`config.mk`:
```
export PLATFORM = sky130hd
export DESIGN_NAME = alu_cmd_sequencer_flat
export DESIGN_NICKNAME = d
export VERILOG_FILES = /design/src/rtl/alu_cmd_sequencer_if.sv /design/src/rtl/alu_cmd_sequencer.sv /design/src/flat_wrapper.sv
export SDC_FILE = /design/constraint.sdc
export NUM_CORES = 1
export LEC_CHECK = 0
export BUFFER_PORTS_ARGS = -buffer_cell sky130_fd_sc_hd__buf_2
export CAP_MARGIN = 20
export CELL_PAD_IN_SITES_DETAIL_PLACEMENT = 0
export CELL_PAD_IN_SITES_GLOBAL_PLACEMENT = 1
export CORE_MARGIN = 1.5
export CORE_UTILIZATION = 40
export CTS_BUF_LIST = sky130_fd_sc_hd__clkbuf_4 sky130_fd_sc_hd__clkbuf_8
export CTS_CLUSTER_DIAMETER = 40
export DETAILED_ROUTE_END_ITERATION = 16
export PLACE_DENSITY = 0.75
export SYNTH_ARGS = -nofsm -noshare
export SYNTH_HDL_FRONTEND = slang
export SYNTH_SLANG_ARGS = --single-unit
```
`constraint.sdc`:
```
create_clock -name clk -period 5.5 [get_ports clk]
set_input_delay 0.55 -clock clk [delete_from_list [all_inputs] [get_ports clk]]
set_output_delay 0.55 -clock clk [all_outputs]
set_load 0.005 [all_outputs]
```
`src/rtl/alu_cmd_sequencer_if.sv`:
```
`default_nettype none
// ============================================================================
//  Module      : alu_cmd_sequencer_if
//  Description : Bundle of the command, ALU issue and response channels of
//                the ALU command sequencer.
//                  cmd_* : execute dispatch -> sequencer (valid/ready)
//                  alu_* : sequencer <-> ALU (start pulse, operands, result)
//                  rsp_* : sequencer -> consumer (valid/ready, tag, status)
//                master : the sequencer's view (drives cmd_ready, alu_start,
//                         alu operands and the response channel).
//                slave  : the surrounding system's view (dispatch, ALU,
//                         response consumer).
//  Revision    : 1.0 - initial release
// ============================================================================
interface alu_cmd_sequencer_if #(
    parameter int WIDTH = 32
);
    logic             cmd_valid;
    logic             cmd_ready;
    logic [4:0]       cmd_op;
    logic [WIDTH-1:0] cmd_a;
    logic [WIDTH-1:0] cmd_b;
    logic             cmd_rs1_signed;
    logic             cmd_rs2_signed;
    logic [3:0]       cmd_tag;

    logic             alu_start;
    logic [4:0]       alu_op;
    logic [WIDTH-1:0] alu_a;
    logic [WIDTH-1:0] alu_b;
    logic             alu_rs1_signed;
    logic             alu_rs2_signed;
    logic             alu_valid;
    logic             alu_error;
    logic [WIDTH-1:0] alu_result;

    logic             rsp_valid;
    logic             rsp_ready;
    logic [WIDTH-1:0] rsp_result;
    logic [3:0]       rsp_tag;
    logic [1:0]       rsp_status;

    modport master (
        input  cmd_valid, cmd_op, cmd_a, cmd_b, cmd_rs1_signed, cmd_rs2_signed, cmd_tag,
        output cmd_ready,
        output alu_start, alu_op, alu_a, alu_b, alu_rs1_signed, alu_rs2_signed,
        input  alu_valid, alu_error, alu_result,
        output rsp_valid, rsp_result, rsp_tag, rsp_status,
        input  rsp_ready
    );

    modport slave (
        output cmd_valid, cmd_op, cmd_a, cmd_b, cmd_rs1_signed, cmd_rs2_signed, cmd_tag,
        input  cmd_ready,
        input  alu_start, alu_op, alu_a, alu_b, alu_rs1_signed, alu_rs2_signed,
        output alu_valid, alu_error, alu_result,
        input  rsp_valid, rsp_result, rsp_tag, rsp_status,
        output rsp_ready
    );
endinterface
`default_nettype wire

```
`src/rtl/alu_cmd_sequencer.sv`:
```
`default_nettype none
// ============================================================================
//  Module      : alu_cmd_sequencer
//  Description : Command front-end for the integer/IEEE-754 ALU. Buffers
//                requests in a DEPTH-entry FIFO, issues one at a time with a
//                single-cycle alu_start, waits a fixed latency (simple ops) or
//                for alu_valid / timeout (multicycle ops), and returns a
//                tagged result with status on a valid/ready channel.
//  Ports       : clk  - clock
//                rst  - synchronous active-high reset
//                bus  - alu_cmd_sequencer_if.master (cmd/alu/rsp channels)
//  Status      : 00 ok, 01 ALU error, 10 timeout
//  Revision    : 1.0 - initial release
// ============================================================================
module alu_cmd_sequencer #(
    parameter int WIDTH      = 32,
    parameter int DEPTH      = 4,
    parameter int LAT_SIMPLE = 2,
    parameter int TIMEOUT    = 255
) (
    input  wire logic              clk,
    input  wire logic              rst,
    alu_cmd_sequencer_if.master    bus
);

    localparam int c_PTR_W   = $clog2(DEPTH);
    localparam int c_ENT_W   = 5 + 2 * WIDTH + 2 + 4;
    localparam int c_CNT_MAX = (LAT_SIMPLE > TIMEOUT) ? LAT_SIMPLE : TIMEOUT;
    localparam int c_WCNT_W  = $clog2(c_CNT_MAX + 1);

    localparam logic [c_PTR_W:0]    c_FULL     = (c_PTR_W + 1)'(DEPTH);
    localparam logic [c_PTR_W:0]    c_CNT_ONE  = (c_PTR_W + 1)'(1);
    localparam logic [c_WCNT_W-1:0] c_LAT_LAST = c_WCNT_W'(LAT_SIMPLE - 1);
    localparam logic [c_WCNT_W-1:0] c_TO_LAST  = c_WCNT_W'(TIMEOUT - 1);
    localparam logic [c_WCNT_W-1:0] c_WCNT_ONE = c_WCNT_W'(1);

    typedef enum logic [1:0] {
        S_IDLE  = 2'd0,
        S_ISSUE = 2'd1,
        S_WAIT  = 2'd2,
        S_RESP  = 2'd3
    } state_t;

    // ---------------------------------------------------------------- FIFO
    logic [c_ENT_W-1:0] r_mem [DEPTH];
    logic [c_PTR_W-1:0] r_wr_ptr;
    logic [c_PTR_W-1:0] r_rd_ptr;
    logic [c_PTR_W:0]   r_count;
    logic [c_PTR_W:0]   w_count_nxt;
    logic               r_cmd_ready;
    logic               w_push;
    logic               w_pop;

    logic [4:0]         w_h_op;
    logic [WIDTH-1:0]   w_h_a;
    logic [WIDTH-1:0]   w_h_b;
    logic               w_h_s1;
    logic               w_h_s2;
    logic [3:0]         w_h_tag;

    assign w_push        = bus.cmd_valid && r_cmd_ready;
    assign bus.cmd_ready = r_cmd_ready;
    assign {w_h_op, w_h_a, w_h_b, w_h_s1, w_h_s2, w_h_tag} = r_mem[r_rd_ptr];

    always_comb begin
        w_count_nxt = r_count;
        case ({w_push, w_pop})
            2'b10:   w_count_nxt = r_count + c_CNT_ONE;
            2'b01:   w_count_nxt = r_count - c_CNT_ONE;
            default: w_count_nxt = r_count;
        endcase
    end

    always_ff @(posedge clk) begin
        if (w_push) begin
            r_mem[r_wr_ptr] <= {bus.cmd_op, bus.cmd_a, bus.cmd_b,
                                bus.cmd_rs1_signed, bus.cmd_rs2_signed, bus.cmd_tag};
        end
    end

    // Ready is registered from the next count, so it tracks !full of the
    // registered count and is held low for the cycle after any reset edge.
    always_ff @(posedge clk) begin
        if (rst) begin
            r_wr_ptr    <= '0;
            r_rd_ptr    <= '0;
            r_count     <= '0;
            r_cmd_ready <= 1'b0;
        end else begin
            if (w_push) r_wr_ptr <= r_wr_ptr + 1'b1;
            if (w_pop)  r_rd_ptr <= r_rd_ptr + 1'b1;
            r_count     <= w_count_nxt;
            r_cmd_ready <= (w_count_nxt != c_FULL);
        end
    end

    // ------------------------------------------------------- issue registers
    logic [4:0]         r_op;
    logic [WIDTH-1:0]   r_a;
    logic [WIDTH-1:0]   r_b;
    logic               r_s1;
    logic               r_s2;
    logic [3:0]         r_tag;

    always_ff @(posedge clk) begin
        if (rst) begin
            r_op  <= '0;
            r_a   <= '0;
            r_b   <= '0;
            r_s1  <= 1'b0;
            r_s2  <= 1'b0;
            r_tag <= '0;
        end else if (w_pop) begin
            r_op  <= w_h_op;
            r_a   <= w_h_a;
            r_b   <= w_h_b;
            r_s1  <= w_h_s1;
            r_s2  <= w_h_s2;
            r_tag <= w_h_tag;
        end
    end

    assign bus.alu_op         = r_op;
    assign bus.alu_a          = r_a;
    assign bus.alu_b          = r_b;
    assign bus.alu_rs1_signed = r_s1;
    assign bus.alu_rs2_signed = r_s2;

    // MAC with both operands zero is the accumulator clear, a one-cycle op.
    logic w_multi;
    always_comb begin
        w_multi = 1'b0;
        case (r_op)
            5'd8, 5'd9, 5'd10, 5'd11: w_multi = 1'b1;
            5'd14:                    w_multi = (r_a != '0) || (r_b != '0);
            default:                  w_multi = 1'b0;
        endcase
    end

    // ------------------------------------------------------------------- FSM
    state_t              r_state;
    state_t              w_state_nxt;
    logic [c_WCNT_W-1:0] r_wcnt;
    logic                r_err_seen;
    logic                w_capture;
    logic [WIDTH-1:0]    w_cap_result;
    logic [1:0]          w_cap_status;

    always_ff @(posedge clk) begin
        if (rst) r_state <= S_IDLE;
        else     r_state <= w_state_nxt;
    end

    always_comb begin
        w_state_nxt  = r_state;
        w_pop        = 1'b0;
        w_capture    = 1'b0;
        w_cap_result = '0;
        w_cap_status = 2'b00;
        case (r_state)
            S_IDLE: begin
                if (r_count != '0) begin
                    w_pop       = 1'b1;
                    w_state_nxt = S_ISSUE;
                end
            end
            S_ISSUE: w_state_nxt = S_WAIT;
            S_WAIT: begin
                if (!w_multi) begin
                    if (r_wcnt == c_LAT_LAST) begin
                        w_capture    = 1'b1;
                        w_cap_result = bus.alu_result;
                    end
                end else if (bus.alu_valid) begin
                    // A completion beats a timeout landing in the same cycle.
                    w_capture    = 1'b1;
                    w_cap_result = bus.alu_result;
                    w_cap_status = (bus.alu_error || r_err_seen) ? 2'b01 : 2'b00;
                end else if (r_wcnt == c_TO_LAST) begin
                    w_capture    = 1'b1;
                    w_cap_status = 2'b10;
                end
                if (w_capture) w_state_nxt = S_RESP;
            end
            S_RESP: begin
                if (bus.rsp_ready) w_state_nxt = S_IDLE;
            end
            default: w_state_nxt = S_IDLE;
        endcase
    end

    // Wait counter never wraps: WAIT is left at LAT_SIMPLE-1 or TIMEOUT-1.
    always_ff @(posedge clk) begin
        if (rst) begin
            r_wcnt     <= '0;
            r_err_seen <= 1'b0;
        end else begin
            if (r_state == S_ISSUE)     r_wcnt <= '0;
            else if (r_state == S_WAIT) r_wcnt <= r_wcnt + c_WCNT_ONE;

            if (w_pop) begin
                r_err_seen <= 1'b0;
            end else if (((r_state == S_ISSUE) || (r_state == S_WAIT)) && bus.alu_error) begin
                r_err_seen <= 1'b1;
            end
        end
    end

    // ------------------------------------------------------------- response
    logic [WIDTH-1:0] r_rsp_result;
    logic [3:0]       r_rsp_tag;
    logic [1:0]       r_rsp_status;

    always_ff @(posedge clk) begin
        if (rst) begin
            r_rsp_result <= '0;
            r_rsp_tag    <= '0;
            r_rsp_status <= 2'b00;
        end else if (w_capture) begin
            r_rsp_result <= w_cap_result;
            r_rsp_tag    <= r_tag;
            r_rsp_status <= w_cap_status;
        end
    end

    assign bus.alu_start  = (r_state == S_ISSUE);
    assign bus.rsp_valid  = (r_state == S_RESP);
    assign bus.rsp_result = r_rsp_result;
    assign bus.rsp_tag    = r_rsp_tag;
    assign bus.rsp_status = r_rsp_status;

endmodule
`default_nettype wire

```
`src/flat_wrapper.sv`:
```
// flat-port wrapper written by rule: the top's interface ports become plain ports
module alu_cmd_sequencer_flat 
#(
    parameter int WIDTH      = 32,
    parameter int DEPTH      = 4,
    parameter int LAT_SIMPLE = 2,
    parameter int TIMEOUT    = 255
)
  (clk, rst, bus_cmd_valid, bus_cmd_op, bus_cmd_a, bus_cmd_b, bus_cmd_rs1_signed, bus_cmd_rs2_signed, bus_cmd_tag, bus_cmd_ready, bus_alu_start, bus_alu_op, bus_alu_a, bus_alu_b, bus_alu_rs1_signed, bus_alu_rs2_signed, bus_alu_valid, bus_alu_error, bus_alu_result, bus_rsp_valid, bus_rsp_result, bus_rsp_tag, bus_rsp_status, bus_rsp_ready);
  alu_cmd_sequencer_if #(.WIDTH(WIDTH)) bus_i ();
  input  wire logic clk;
  input  wire logic rst;
  input wire logic [$bits(bus_i.cmd_valid)-1:0] bus_cmd_valid;
  input wire logic [$bits(bus_i.cmd_op)-1:0] bus_cmd_op;
  input wire logic [$bits(bus_i.cmd_a)-1:0] bus_cmd_a;
  input wire logic [$bits(bus_i.cmd_b)-1:0] bus_cmd_b;
  input wire logic [$bits(bus_i.cmd_rs1_signed)-1:0] bus_cmd_rs1_signed;
  input wire logic [$bits(bus_i.cmd_rs2_signed)-1:0] bus_cmd_rs2_signed;
  input wire logic [$bits(bus_i.cmd_tag)-1:0] bus_cmd_tag;
  output wire logic [$bits(bus_i.cmd_ready)-1:0] bus_cmd_ready;
  output wire logic [$bits(bus_i.alu_start)-1:0] bus_alu_start;
  output wire logic [$bits(bus_i.alu_op)-1:0] bus_alu_op;
  output wire logic [$bits(bus_i.alu_a)-1:0] bus_alu_a;
  output wire logic [$bits(bus_i.alu_b)-1:0] bus_alu_b;
  output wire logic [$bits(bus_i.alu_rs1_signed)-1:0] bus_alu_rs1_signed;
  output wire logic [$bits(bus_i.alu_rs2_signed)-1:0] bus_alu_rs2_signed;
  input wire logic [$bits(bus_i.alu_valid)-1:0] bus_alu_valid;
  input wire logic [$bits(bus_i.alu_error)-1:0] bus_alu_error;
  input wire logic [$bits(bus_i.alu_result)-1:0] bus_alu_result;
  output wire logic [$bits(bus_i.rsp_valid)-1:0] bus_rsp_valid;
  output wire logic [$bits(bus_i.rsp_result)-1:0] bus_rsp_result;
  output wire logic [$bits(bus_i.rsp_tag)-1:0] bus_rsp_tag;
  output wire logic [$bits(bus_i.rsp_status)-1:0] bus_rsp_status;
  input wire logic [$bits(bus_i.rsp_ready)-1:0] bus_rsp_ready;
  assign bus_i.cmd_valid = bus_cmd_valid;
  assign bus_i.cmd_op = bus_cmd_op;
  assign bus_i.cmd_a = bus_cmd_a;
  assign bus_i.cmd_b = bus_cmd_b;
  assign bus_i.cmd_rs1_signed = bus_cmd_rs1_signed;
  assign bus_i.cmd_rs2_signed = bus_cmd_rs2_signed;
  assign bus_i.cmd_tag = bus_cmd_tag;
  assign bus_cmd_ready = bus_i.cmd_ready;
  assign bus_alu_start = bus_i.alu_start;
  assign bus_alu_op = bus_i.alu_op;
  assign bus_alu_a = bus_i.alu_a;
  assign bus_alu_b = bus_i.alu_b;
  assign bus_alu_rs1_signed = bus_i.alu_rs1_signed;
  assign bus_alu_rs2_signed = bus_i.alu_rs2_signed;
  assign bus_i.alu_valid = bus_alu_valid;
  assign bus_i.alu_error = bus_alu_error;
  assign bus_i.alu_result = bus_alu_result;
  assign bus_rsp_valid = bus_i.rsp_valid;
  assign bus_rsp_result = bus_i.rsp_result;
  assign bus_rsp_tag = bus_i.rsp_tag;
  assign bus_rsp_status = bus_i.rsp_status;
  assign bus_i.rsp_ready = bus_rsp_ready;
  alu_cmd_sequencer #(.WIDTH(WIDTH), .DEPTH(DEPTH), .LAT_SIMPLE(LAT_SIMPLE), .TIMEOUT(TIMEOUT)) u_core (.clk(clk), .rst(rst), .bus(bus_i));
endmodule
```
==> summary.md, run 1 <==
| Metric | Value |
|---|---|
| Max-Cap Viols | 0 |
| FF-to-FF Start | u_core.bus.alu_b[4] |
| Hold Crit Class | in2reg |
| Startpoint Class | flip-flop |
| Peak supply drop | 0.242 mV |
| Slew margin rel. | 30.5% |
| Tmin final | roughly 3100 ps |
| Worst R2R Path Depth | 8 |
| Switching power of the nets | roughly 0.0028 W |
| CTS tree | done |
| Area leader, netlist | edfxtp_1 |
| Port-buffer cells | 224 |
| Root Buffer | clkbuf_8 |
| CP Cell Sequence | nor4_1, nand4_1, nor4_4, o31a_2, mux2i_1, nor3b_4, buf_8, a22o_1 |
| Post-Route Setup TNS | 0 ps |
| RR Endpoint | u_core.bus.rsp_result[31] |
| Slew Limit Fails | 0 |
| RSZ-0062 raised after global routing | no |
| Top Family by Delay on Critical Path | simple AND/OR/NAND/NOR gates |
| Post-Synth Adder-Cell Area | 1.08% |
| Clock Path Buffers | 3 |
| Buf+Inv Stages, Crit Path | 1 |
| Status | finished, final reports clean |
| Placed Area | about 17000 um2 |
| Post-synth top area share | 56.9% |
| Sequential area share after synthesis | 73.6% |
| Post-Synth XOR/XNOR Area | less than 1% |
| H-tree lvl count | 3 |
| Sw frac | 29.9% |
| Grt ovf | 0 |
| Library cells used by synthesis | 44 |
| Number of fillers in the final layout | 3324 |
| Vias in the first global route | between 9000 and 10000 |
| Vias | 9132 |
| Routing usage on met2 | 29.6% |
| Compound-Gate Fraction of Synth Area | 4.95% |
| Yosys warns | 0 |
| Final WL | about 36000 um |
| Largest cells by area after synthesis | edfxtp_1, dfxtp_1, mux4_2 |
| Crit path from | u_core.bus.alu_b[4] |
| Die area | 40800 um2 |
| First-pass GRT wire length | between 50000 and 60000 um |
| Routed Antenna Nets | 0 |
| Area of the core | 38800 um2 |
| Post-DP HPWL | 21700 um |
| Clock group share of total power | 33.8% |
| Initial antenna violation count | 8 |
| Largest family of logic cells by synthesized area | multiplexers |
| CTS sink count | 432 |
| Mapped cell area | ~16000 um2 |
| Simple-Gate Fraction of Synth Area | roughly 6.9% |
| DR WL/cell | around 20 um |
| Worst EP arrival | 3660 ps |
| Met1 Use GR | 22.1% |
| Share of post-route cells with drive strength above 1 | 36.2% |
| Seq pwr share | between 40% and 50% |
| Crit Path Max Fanout | 17 |
| Worst-Skew Late Latency | about 620 ps |
| Synth Net Count | roughly 1100 |
| Iter 0 DRT Violations | 470 |
| CP peak stage delay | 610 ps |
| Slowest CP cell | nor4_1 |
| Clk slew on worst S/H paths | 60 ps |
| Post-route setup slack | 2370 ps |
| Comb power frac | 21.5% |
| GR peak layer | met2 |
| Non-filler cells, final | 1814 |
| Final hold vios | 0 |
| Post-CTS Hold Buffers | 0 |
| Crit share post-route | 56.8% |
| # setup viols final | 0 |
| Total Nets Final | between 1000 and 1500 |
| Site Rows | 72 |
| Vias per cell | between 5 and 6 |
| Ports | 225 |
| Critical path class | reg2reg |
| DRC viols | 0 |
| Synth Register Bits | approximately 430 |
| Worst reg2reg setup slack | 2370 ps |
| Mux contribution to synthesized area | between 10% and 20% |
| CP required | 6040 ps |
| Routing usage on met3 | 6.69% |
| Initial DRT Pass Iterations | 5 |
| Synth Instances | 965 |
| Final instance area | 19200 um2 |
| CTS Buf Count | 78 |
| Worst-Margin Slew | 1040 ps |
| Pin count of the biggest net entering global routing | 81 |
| Synth Area per Inst | 16.4 um2 |
| Pre-CTS setup slack | 2010 ps |
| DIE WIDTH | 202 um |
| P_leak | 6.96 nW |
| Internal Power | 0.00658 W |
| Synth-to-Final Area Change | 21.6% |
| Inst Count DP | 1665 |
| Kind of end point of the critical path | flip-flop |
| Crit. path cell count | 8 |
| Cts repair resizes | 0 |
| PD cells | 488 nW/um2 |
| Die H | 202 um |
| Clock Skews | about 38 ps |
| Initial Utilization | about 40% |
| Setup crit end | u_core.bus.rsp_result[31] |
| Max Freq | 320 MHz |
| Gr usage total | 18.1% |
| Routability cong. | 0.781 |
| Number of post-CTS setup repair buffers | 0 |
## cells in the final DEF (no fill, tap or decap), types with 3 or more instances in the layout
cell type,synthesis,layout
nand4_1,6,6
xnor2_1,3,3
nor4_1,17,17
clkbuf_8,0,91
inv_1,9,9
nand2_1,160,160
clkbuf_4,0,27
bufinv_16,0,3
a21oi_1,83,83
ha_1,12,12
dfxtp_1,132,130
nor3_1,4,4
or3_1,3,3
clkinvlp_4,0,5
edfxtp_1,300,300
nand3_1,7,7
clkinv_1,0,7
buf_4,3,10
o21ai_0,4,4
buf_2,7,223
and3_4,0,4
mux2i_1,8,8
a22o_1,32,32
mux4_2,75,75
xor2_1,8,8
clkinv_2,0,7
nor2_1,21,21
## flip-flops by register name (all words and copies together) (netlist names), 3 cells and up
name                   flops
u_core.bus.alu_a          32
u_core.bus.alu_b          32
u_core.bus.alu_op          5
u_core.bus.rsp_result     32
u_core.bus.rsp_tag         4
u_core.r_count             3
u_core.r_mem             300
u_core.r_tag               4
u_core.r_wcnt              8
## worst register-to-register path, delay by kind of cell, from the launching register on
| family | cells | cell delay (ps) |
|---|---|---|
| buffers and inverters | 1 | 240 |
| muxes | 1 | 110 |
| and+or+nand+nor | 4 | 1980 |
| DFF | 1 | 320 |
| AOI/OAI and AO/OA | 2 | 380 |
## Yosys cell counts (all sizes together)
master	number
nand3	7
and4	1
xnor2	3
and3	5
a21oi	83
dfxtp	132
nand4	6
nor3	5
clkbuf	29
edfxtp	300
nand2	160
inv	11
or4b	1
a211oi	2
nor2	22
o32ai	1
or2	1
nor4	19
buf	22
a22o	32
mux4	75
o21ai	4
or3b	1
or3	3
nand4b	1
xor2	8
nand2b	1
nor2b	2
a41oi	1
nand3b	1
nor3b	2
fa	1
a31oi	1
o31a	1
ha	12
mux2i	9
## power by group through the flow
stage	Combinational [W]	Clock, W	Sequential [W]
floorplan	0.00126	0	0.00420
global placement	0.00208	0	0.00424
global route	0.00224	0.00341	0.00426
CTS	0.00208	0.00327	0.00421
finish	0.00202	0.00318	0.00420
detailed placement	0.00208	0	0.00427
## logic make-up (layout without fill, tap and decap cells)
| group | Yosys count | after routing |
|---|---|---|
| AOI/OAI and AO/OA | 125 | 125 |
| xor gates and xnor gates | 11 | 11 |
| adders and majority gates | 13 | 13 |
| buffers and inverters | 62 | 391 |
| DFF | 432 | 432 |
| muxes | 84 | 84 |
| other | 0 | 2 |
| and+or+nand+nor | 238 | 238 |
## metal layers
layer / routed length [um] / up-vias
li1: - / 4252
met3: 2810 / 80
met5: 79 / -
met1: 14900 / 4502
met4: 791 / 12
met2: 17400 / 286
## through the flow
step / utilization, % / hold slack [ps] / total power (W)
floorplan: - / 436 / 0.00546
global placement: 45.1 / 441 / 0.00632
detailed placement: 45.1 / 452 / 0.00635
CTS: 49.4 / 75.8 / 0.00957
global route: 49.5 / 93.5 / 0.00992
finish: 49.5 / 138 / 0.00939
## worst min path at each step
| stage | depth (start not counted) | from | slack (ps) | end |
|---|---|---|---|---|
| global route | 1 | bus_cmd_a[12] | 90 | u_core.r_mem[2][50] |
| finish | 1 | bus_cmd_a[10] | 140 | u_core.r_mem[3][48] |
| CTS | 1 | bus_cmd_a[12] | 80 | u_core.r_mem[2][50] |
| floorplan | 2 | u_core.r_tag[0] | 440 | u_core.r_tag[0] |
| global placement | 2 | u_core.bus.rsp_status[0] | 440 | u_core.bus.rsp_status[0] |
| detailed placement | 2 | u_core.bus.alu_rs1_signed | 450 | u_core.bus.alu_rs1_signed |
## final cells by class
type	count	area (um2)	area share (%)
antenna	2	5.00	0.0260
clock buffer	118	1460	7.57
clock inverter	27	244	1.27
inverter	11	42.5	0.221
multi-input combinational	471	3960	20.6
sequential	432	11700	60.6
tap	518	648	3.37
timing repair buffer	235	1220	6.35
Note: power is estimated with default switching activity, not from simulation.
==> run 2, diff against run 1 <==
ABC_AREA = 1   (was unset)
PLACE_DENSITY = 0.81   (was 0.75)
clock period = 2.65 ns   (was 5.5 ns; I/O delays follow)
==> run 2 against run 1 <==
Utilization increased by 2.5 points. First-iteration DRC count increased by 59%. Total power rose by 110%. Sequential cell count unchanged. Global-route usage grew 1.3 points. Largest power group unchanged. Wire length increased by 13%.
==> summary.md, run 2 <==
| Metric | Value |
|---|---|
| Site Rows | 73 (+1.4%) |
| RSZ-0062 raised after global routing | no |
| Routability cong. | 0.809 (+3.7%) |
| CTS Buf Count | 77 (-1.3%) |
| Clock group share of total power | 32.3% (-1.5 points) |
| Synth Register Bits | 432 (unchanged) |
| Worst-Margin Slew | 767 ps (-276 ps) |
| Final WL | 40600 um (+13%) |
| Yosys warns | 0 (unchanged) |
| Crit Path Max Fanout | 32 (+15) |
| Sequential area share after synthesis | 71.6% (-2.1 points) |
| Die area | 41900 um2 (+2.8%) |
| Vias per cell | 4.99 (-0.86%) |
| Post-synth top area share | 55.3% (-1.6 points) |
| Vias | 11800 (+29%) |
| Slew margin rel. | 48.8% (+18 points) |
| Seq pwr share | 42.4% (-2.3 points) |
| Critical path class | reg2reg |
| Slew Limit Fails | 0 (unchanged) |
| Initial antenna violation count | 4 (-4) |
| Switching power of the nets | 0.00648 W (+130%) |
| Startpoint Class | flip-flop |
| Iter 0 DRT Violations | 746 (+59%) |
| Tmin final | 2250 ps (-874 ps) |
| Worst EP arrival | 2780 ps (-880 ps) |
| Internal Power | 0.0135 W (+100%) |
| Vias in the first global route | 11500 (+22%) |
| Grt ovf | 0 (unchanged) |
| P_leak | 7.80 nW (+12%) |
| Most common cell after layout, fill and taps aside | nor2_1 |
| Sw frac | 32.5% (+2.6 points) |
| Comb power frac | 25.3% (+3.8 points) |
| DIE WIDTH | 205 um (+1.4%) |
| Post-synth EDFFs | 300 (unchanged) |
| PD cells | 960 nW/um2 (+96%) |
| Routed Antenna Nets | 0 (unchanged) |
| Area of the core | 39900 um2 (+2.8%) |
| CTS sink count | 432 (unchanged) |
| Root Buffer | clkbuf_8 |
| Kind of end point of the critical path | flip-flop |
| Max-Cap Viols | 0 (unchanged) |
| H-tree lvl count | 3 (unchanged) |
| Number of post-CTS setup repair buffers | 0 (unchanged) |
| Post-route setup slack | 397 ps (-1980 ps) |
| Post-layout util | 52.0% (+2.5 points) |
| Pin count of the biggest net entering global routing | 153 (+89%) |
| Largest Register | u_core.r_mem |
| CTS tree | done |
| Synth Net Count | 1556 (+43%) |
| Count leader, synth | nor2_1 |
| Ports | 225 (unchanged) |
| Max Freq | 444 MHz (+39%) |
| Port-buffer cells | 224 (unchanged) |
| Synth Instances | 1430 (+48%) |
| Share of post-route cells with drive strength above 1 | 21.8% (-14 points) |
| Pre-CTS setup slack | 366 ps (-1640 ps) |
| Status | finished, final reports clean |
| DRC viols | 0 (unchanged) |
| Area leader, netlist | edfxtp_1 |
| Clk slew on worst S/H paths | 60 ps (about the same) |
| Worst-Skew Late Latency | 620 ps (about the same) |
| Gr usage total | 19.4% (+1.3 points) |
| First-pass GRT wire length | 63000 um (+13%) |
| Library cells used by synthesis | 28 (-36%) |
| Async SR Flop Fraction | 0% (unchanged) |
| Initial Utilization | 40.8% (about the same) |
| # setup viols final | 0 (unchanged) |
| Post-CTS Hold Buffers | 110 (+110) |
| Mapped cell area | 16300 um2 (+2.9%) |
| Most frequent cells after synthesis | nor2_1, edfxtp_1, o21ai_0, dfxtp_1, a31oi_1 |
| Main synth FF type | edfxtp_1 |
| Synth-to-Final Area Change | 27.6% |
| CP required | 3170 ps (-2870 ps) |
| Largest cells by area after synthesis | edfxtp_1, dfxtp_1, nor2_1 |
| Clock Path Buffers | 3 (unchanged) |
| Clock Skews | 31.1 ps (-6.53 ps) |
| Final hold slack | 210 ps (+72.8 ps) |
| Final hold vios | 0 (unchanged) |
| Commonest non-fill, non-tap cells in the layout | nor2_1, edfxtp_1, o21ai_0 |
| DR WL/cell | 17.2 um (-14%) |
| Initial DRT Pass Iterations | 6 (+1) |
| Hold Crit Class | in2reg |
| Largest register FFs | 300 (unchanged) |
| Crit share post-route | 85.0% (+28 points) |
| Die H | 205 um (+1.4%) |
| Number of fillers in the final layout | 3483 (+4.8%) |
| Post-DP HPWL | 22600 um (+4.4%) |
| Total Nets Final | 1900 (+40%) |
| Peak supply drop | 1.15 mV (+380%) |
| Cts repair resizes | 0 (unchanged) |
| Synth Area per Inst | 11.4 um2 (-31%) |
run 2: cell count changes in the layout (fill, tap and decap cells not counted), moves of 75 or more:
| cell | delta |
|---|---|
| nand2_1 | -86 |
| a31oi_1 | +75 |
| nor2_1 | +334 |
| o21ai_0 | +231 |
| dlygate4sd3_1 | +110 |
| mux4_2 | -75 |
run 2: worst paths after layout:
kind | startpoint | endpoint | slack (ps) | cells after the start
max | u_core.bus.alu_b[28] | u_core.bus.rsp_result[10] | 400 | 12
max reg2reg | u_core.bus.alu_b[28] | u_core.bus.rsp_result[10] | 400 | 12
min reg2reg | u_core.bus.rsp_status[0] | u_core.bus.rsp_status[0] | 460 | 2
min | rst | u_core.r_count[2] | 210 | 3
run 2: critical path, cell delays in order, from the launching register on:
cell and delay, ps:
dfxtp_1 350, nor2_1 120, nand2_1 80, nor2_1 160
nand2_1 140, nor2_1 270, nand2_1 110, nand2_1 130
nand2_2 100, nand2_1 70, buf_4 300, nand4_1 170
a21oi_1 160
run 2: final cells by class:
type / instances / area [um2] / share of cell area, %
inverters: 33 / 130 / 0.626
repair buffers: 359 / 2550 / 12.3
clock inverters: 24 / 216 / 1.04
diodes: 2 / 5.00 / 0.0241
flip-flops and latches: 432 / 11700 / 56.1
multi-input cells: 871 / 4130 / 19.9
clock buffers: 119 / 1430 / 6.89
well taps: 525 / 657 / 3.16
run 2: power groups by stage:
stage / registers, W / logic (W) / clock network [W]
CTS: 0.00846 / 0.00513 / 0.00660
global route: 0.00853 / 0.00578 / 0.00692
floorplan: 0.00847 / 0.00332 / 0
finish: 0.00845 / 0.00505 / 0.00643
global placement: 0.00856 / 0.00490 / 0
detailed placement: 0.00859 / 0.00497 / 0
run 2: layer usage:
metal	GRT usage (%)	part of all wire, %	up-vias
met5	0	0.057	-
met4	6.51	1.7	4
met3	5.07	7.1	55
met2	32.3	48	357
met1	24.4	43	5586
li1	-	-	5802
run 2: kinds of logic after synthesis:
group	synth area share (%)
DFF	71.6
xor gates and xnor gates	0.108
AOI/OAI and AO/OA	11.9
adders and majority gates	1.05
buffers and inverters	3.24
and+or+nand+nor	12.1
run 2: per-stage QoR:
| step | instances | power [W] | TNS [ps] | area (um2) |
|---|---|---|---|---|
| final | 2365 | 0.0199 | 0 | 20800 |
| after global routing | 2364 | 0.0212 | 0 | 20800 |
| after CTS | 2363 | 0.0202 | 0 | 20800 |
| after detailed placement | 2110 | 0.0136 | 0 | 18000 |
| after global placement | 2110 | 0.0135 | 0 | 18000 |
| after floorplan | 1430 | 0.0118 | -90150 | 16300 |
